File: config.mk
export PLATFORM = sky130hd
export DESIGN_NAME = cp0
export DESIGN_NICKNAME = d
export VERILOG_FILES = /design/src/rtl/cp0_pkg.sv /design/src/rtl/cp0_exc_arb.sv /design/src/rtl/cp0.sv
export SDC_FILE = /design/constraint.sdc
export NUM_CORES = 1
export LEC_CHECK = 0
export BUFFER_PORTS_ARGS = -buffer_cell sky130_fd_sc_hd__buf_2
export CAP_MARGIN = 0
export CORE_MARGIN = 2
export CORE_UTILIZATION = 47
export DETAILED_ROUTE_END_ITERATION = 16
export PLACE_DENSITY = 0.88
export SLEW_MARGIN = 25
export SYNTH_ARGS = -nofsm -noshare
export SYNTH_HDL_FRONTEND = slang
export SYNTH_SLANG_ARGS = --single-unit
File: constraint.sdc
create_clock -name clk -period 2.3 [get_ports clk]
set_clock_uncertainty 0.05 [all_clocks]
set_input_delay 0 -clock clk [delete_from_list [all_inputs] [get_ports clk]]
set_output_delay 0 -clock clk [all_outputs]
set_load 0.05 [all_outputs]
File: src/rtl/cp0_pkg.sv
`default_nettype none
// ============================================================================
// Module      : cp0_pkg
// Description : Shared constants for the CP0 block. It defines the CP0
//               register numbers, the exception codes, the exception handler
//               address and the mask of implemented SR bits.
// Revision    : 1.0 - initial release
// ============================================================================
package cp0_pkg;

    // CP0 register numbers
    localparam logic [4:0]  c_reg_sr       = 5'd12;
    localparam logic [4:0]  c_reg_cause    = 5'd13;
    localparam logic [4:0]  c_reg_epc      = 5'd14;
    localparam logic [4:0]  c_reg_prid     = 5'd15;

    // Exception codes recorded in Cause.ExcCode
    localparam logic [4:0]  c_exc_int      = 5'd0;
    localparam logic [4:0]  c_exc_adel     = 5'd4;
    localparam logic [4:0]  c_exc_ades     = 5'd5;
    localparam logic [4:0]  c_exc_ri       = 5'd10;
    localparam logic [4:0]  c_exc_ov       = 5'd12;

    // Fetch redirect target when req is raised
    localparam logic [31:0] c_handler_addr = 32'h0000_4180;

    // SR bits that exist: IM[15:10], EXL[1], IE[0]
    localparam logic [31:0] c_sr_mask      = 32'h0000_FC03;

endpackage
`default_nettype wire

File: src/rtl/cp0_exc_arb.sv
`default_nettype none
// ============================================================================
// Module      : cp0_exc_arb
// Description : Combinational exception/interrupt arbitration for CP0.
//               An interrupt needs an unmasked line, IE set and EXL clear.
//               A synchronous exception needs a non-zero code and EXL clear.
//               When both are present, the interrupt wins and records code 0.
// Ports       : i_hw_int     - interrupt lines
//               i_im         - SR.IM interrupt mask
//               i_ie, i_exl  - SR.IE / SR.EXL
//               i_exc_code   - pending exception code (0 = none)
//               o_int_req    - interrupt request
//               o_exc_req    - exception request
//               o_code       - ExcCode of the winning request
// Revision    : 1.0 - initial release
// ============================================================================
module cp0_exc_arb
    import cp0_pkg::*;
(
    input  logic [5:0] i_hw_int,
    input  logic [5:0] i_im,
    input  logic       i_ie,
    input  logic       i_exl,
    input  logic [4:0] i_exc_code,
    output logic       o_int_req,
    output logic       o_exc_req,
    output logic [4:0] o_code
);

    assign o_int_req = (|(i_hw_int & i_im)) & i_ie & ~i_exl;
    assign o_exc_req = (i_exc_code != 5'd0) & ~i_exl;
    assign o_code    = o_int_req ? c_exc_int : i_exc_code;

endmodule
`default_nettype wire

File: src/rtl/cp0.sv
`default_nettype none
// ============================================================================
// Module      : cp0
// Description : Minimal MIPS coprocessor 0. It provides SR (12), Cause (13),
//               EPC (14) and, optionally, PRId (15). It raises req in the
//               same cycle that an exception or an enabled interrupt is seen
//               in M. At the next edge it records EPC, BD and ExcCode, and it
//               sets EXL.
// Ports       : clk, reset      - clock, synchronous active-high reset
//               en, cp0_addr,
//               cp0_wdata       - mtc0 write port (M stage)
//               cp0_rdata       - mfc0 combinational read data
//               vpc, bd_in      - PC and branch-delay flag of the M instr
//               exc_code_in     - pending exception code (0 = none)
//               hw_int          - level-sensitive interrupt lines
//               exl_clr         - eret in M
//               epc_out         - EPC register, for the eret redirect
//               req             - flush and redirect to the handler
// Config      : define CP0_PRID_EN to make reg 15 return PRID_VALUE.
// Revision    : 1.0 - initial release
// ============================================================================
module cp0
    import cp0_pkg::*;
#(
    parameter logic [31:0] PRID_VALUE = 32'h0000_4C01
)(
    input  logic        clk,
    input  logic        reset,
    input  logic        en,
    input  logic [4:0]  cp0_addr,
    input  logic [31:0] cp0_wdata,
    output logic [31:0] cp0_rdata,
    input  logic [31:0] vpc,
    input  logic        bd_in,
    input  logic [4:0]  exc_code_in,
    input  logic [5:0]  hw_int,
    input  logic        exl_clr,
    output logic [31:0] epc_out,
    output logic        req
);

    // Architectural state
    logic [5:0]  r_im;
    logic        r_exl;
    logic        r_ie;
    logic        r_bd;
    logic [5:0]  r_ip;
    logic [4:0]  r_exc_code;
    logic [31:0] r_epc;

    logic        w_int_req;
    logic        w_exc_req;
    logic [4:0]  w_code;
    logic [31:0] w_epc_next;

    cp0_exc_arb u_arb (
        .i_hw_int   (hw_int),
        .i_im       (r_im),
        .i_ie       (r_ie),
        .i_exl      (r_exl),
        .i_exc_code (exc_code_in),
        .o_int_req  (w_int_req),
        .o_exc_req  (w_exc_req),
        .o_code     (w_code)
    );

    // The reset gate keeps req low while reset is held. Otherwise a
    // pending exception code could raise req before EXL is defined.
    assign req = (w_int_req | w_exc_req) & ~reset;

    // If the faulting instruction is in a delay slot, EPC points back to
    // the branch so that the branch is re-executed on return.
    assign w_epc_next = bd_in ? (vpc - 32'd4) : vpc;

    always_ff @(posedge clk) begin
        if (reset) begin
            r_im       <= 6'd0;
            r_exl      <= 1'b0;
            r_ie       <= 1'b0;
            r_bd       <= 1'b0;
            r_ip       <= 6'd0;
            r_exc_code <= 5'd0;
            r_epc      <= 32'd0;
        end else begin
            r_ip <= hw_int;
            if (req) begin
                // An exception entry overrides eret and any mtc0 in the same cycle
                r_exl      <= 1'b1;
                r_bd       <= bd_in;
                r_exc_code <= w_code;
                r_epc      <= w_epc_next;
            end else begin
                if (exl_clr) begin
                    r_exl <= 1'b0;
                end
                if (en) begin
                    case (cp0_addr)
                        c_reg_sr: begin
                            r_im  <= cp0_wdata[15:10];
                            r_exl <= cp0_wdata[1];
                            r_ie  <= cp0_wdata[0];
                        end
                        c_reg_epc: r_epc <= cp0_wdata;
                        default: ;
                    endcase
                end
            end
        end
    end

    always_comb begin
        cp0_rdata = 32'd0;
        case (cp0_addr)
            c_reg_sr:    cp0_rdata = {16'd0, r_im, 8'd0, r_exl, r_ie};
            c_reg_cause: cp0_rdata = {r_bd, 15'd0, r_ip, 3'd0, r_exc_code, 2'd0};
            c_reg_epc:   cp0_rdata = r_epc;
`ifdef CP0_PRID_EN
            c_reg_prid:  cp0_rdata = PRID_VALUE;
`endif
            default:     cp0_rdata = 32'd0;
        endcase
    end

`ifndef CP0_PRID_EN
    logic w_unused_prid;
    assign w_unused_prid = ^PRID_VALUE;
`endif

    assign epc_out = r_epc;

endmodule
`default_nettype wire

==> results.cfg <==
[power]
combPwrFrac_pct = 30.5
p_clk_share_pct = 24.2
leakage_uw = 0.00200
power_frac_seq_pct = 45.2
p_int_uw = 1460
ir_drop_v = 0.000303
sw_frac_of_total_pct = 35.7
switching_power_uw = 812
power_density_nw_per_um2 = 505

[clock_network]
cts_buffers = 5
cts_root_buf = clkbuf_8
htree_levels = 2
cts_tree = done
cts_sinks = 52
clk_pin_slew_ns = 0.09
postCtsResizedCells = 0
insertion_delay_ns = 0.31
cts_buffer_depth = 2

[worst_setup_path]
cp_top_family = buffers and inverters
required_ns = 2.25
rr_endpoint = r_im[5]
crit_path_cell_trace = dlygate4sd3_1, buf_2, or4_1, nor2_1, a21o_1, buf_12, nor2_1, buf_2
crit_arrival_ns = 2.17
setup.worst_path.start = exc_code_in[3]
worst_setup_path_end_kind = output port
crit_fanout = 36
worst_path_max_delay_cell = dlygate4sd3_1
crit_end = req
r2r-start = r_im[0]
r2r_slack_ns = 0.31
critPathMaxStageDelay_ns = 0.55
crit_type = primary input to output port
start_kind = primary input
reg2reg_depth = 5
path_depth = 8
cp.buffers_inverters = 4

[routing]
routedWlPerCell_um = 16.7
vias = 3663
ant_nets = 0
drc_errors = 0
drtIter0Drc = 276
wirelength_um = 10600
vias_per_cell = 5.75
drt_first_pass_iters = 4

[synth]
synth_area_um2 = 3210
syn_avg_cell_area_um2 = 8.41
synth_ff_type = dfxtp_1
synth-seq-cells = 52
seq_area_frac_synth_pct = 32.5
synth_fp_nets = 467
ys_types = 48
syn_inst = 381
ys_warn_count = 0
async_reset_ff_share_pct = 0
synth-edff-count = 0

[layout]
final_nets = 642
finalInstanceArea_um2 = 4500
instances_no_fill = 637
final_common_cell = buf_2
diodes = 0
final_layout_size_suffix_gt1_share_pct = 35.4
fillerInstances = 551
layout_common_cells = buf_2, dfxtp_1, nor2_1
syn2layout_area_growth_pct = 40.4

[timing]
fin_hold_ws_ns = 0.00251
hold_viol_final = 0
fmax_mhz = 451
rsz0062_at_grt = false
min_period_over_period_pct = 96.4
relSlewSlack_pct = 58.7
setup_viol = 0
tightest_slew_ns = 0.617
fin_setup_tns_ns = 0
fin_crit_ns = 2.22
slew_violations = 0

[grt]
antenna_found_initial = 0
grt_pass1_wl_um = 16500
grt_pass1_vias = 3401
grt_max_degree = 38
overflow = 0
grt_util_all_layers_pct = 27.7

[place]
io_buffers = 149
dp_cells = 593
placed_area_um2 = 4050
hpwl_um = 7800
place_congestion = 0.972

[floorplanning]
rows = 30
initial_core_util_pct = 48.0
die_x_um = 86.6
fp.coreArea_um2 = 6680
ios = 150
fp.dieH_um = 86.6
dieArea_um2 = 7500

[outcome]
status = finished, final reports clean

[flow_run]
cap_violations = 0

[worst_hold_path]
hold_depth = 4
hold_path_class = primary input to flip-flop
-- per-stage QoR --
| step | util [%] | total power (uW) | worst slack [ns] |
|---|---|---|---|
| final | 67.4 | 2270 | 0.0830 |
| after global routing | 67.4 | 2360 | 0.0149 |
| after CTS | 67.4 | 2260 | 0.114 |
| after detailed placement | 60.6 | 1680 | 0.390 |
| after global placement | 60.6 | 1670 | 0.462 |
| after floorplan | - | 1450 | 0.511 |
-- synthesized netlist by cell type, drive strengths merged, types with 6 or more instances --
master,instances,area [um^2]
a211oi,30,250
a22o,11,96.3
a311oi,14,123
and2,19,119
and3,14,87.6
buf,8,37.5
clkbuf,20,75.1
dfxtp,52,1040
mux2i,13,130
nand2,27,101
nand3,19,95.1
nor2,41,154
nor2b,6,37.5
nor3,9,55.1
nor4,14,128
o21ai,6,30.0
or3,6,43.8
xnor2,22,193
-- tightest hold or removal path, delay by kind of cell --
| family | cells | cell delay [ns] |
|---|---|---|
| compound gates | 2 | 0.17 |
| buf+inv | 1 | 0.09 |
| simple gates | 1 | 0.05 |
-- cell families after synthesis --
logic type / Yosys count / share of synthesized area, %
AND/OR/NAND/NOR: 171 / 30.3
AO/OA/AOI/OAI: 80 / 19.9
flip-flops: 52 / 32.5
buffers and inverters: 33 / 4.10
XOR/XNOR: 27 / 7.38
multiplexers: 17 / 5.46
adder cells (fa/ha/maj): 1 / 0.390
-- flip-flops by register name, indices dropped and copies added (netlist names) --
signal / count
r_exl: 1
r_ip: 6
r_ie: 1
r_bd: 1
r_im: 6
r_exc_code: 5
epc_out: 32
-- what timing repair did --
item	4_1_cts	5_1_grt
setup buffers	0	0
hold buffers	36	0
endpoints found under the hold margin	38	0
endpoints found under the setup margin	0	0
-- cell type report --
type                       instances  area (um^2)  area share [%]
clock inverter                     1         7.51           0.167
clock buffer                       7         86.3            1.92
sequential                        52         1040            23.1
multi-input combinational        296         2050            45.5
inverter                           5         18.8           0.417
tap                               80          100            2.22
timing repair buffer             196         1200            26.7
-- power by group through the flow --
stage,logic (uW),clock network [uW],registers [uW]
after global placement,628,0,1040
after global routing,736,588,1030
after CTS,685,551,1020
final,694,550,1030
after floorplan,239,0,1210
after detailed placement,636,0,1040
-- metal layers --
layer / GRT usage (%) / wire length, um / vias to the layer above
met4: 10.1 / 300 / 0
met1: 37.4 / 4470 / 1687
met5: 0 / 0 / -
met3: 3.24 / 758 / 27
met2: 45.7 / 5120 / 190
li1: - / - / 1759
-- worst min-delay path by stage --
stage | start | end
finish | cp0_wdata[24] | epc_out[24]
global route | vpc[19] | epc_out[19]
CTS | cp0_wdata[24] | epc_out[24]
detailed placement | hw_int[5] | r_ip[5]
global placement | hw_int[2] | r_ip[2]
floorplan | hw_int[0] | r_ip[0]
Power figures use the tool's default switching activity.
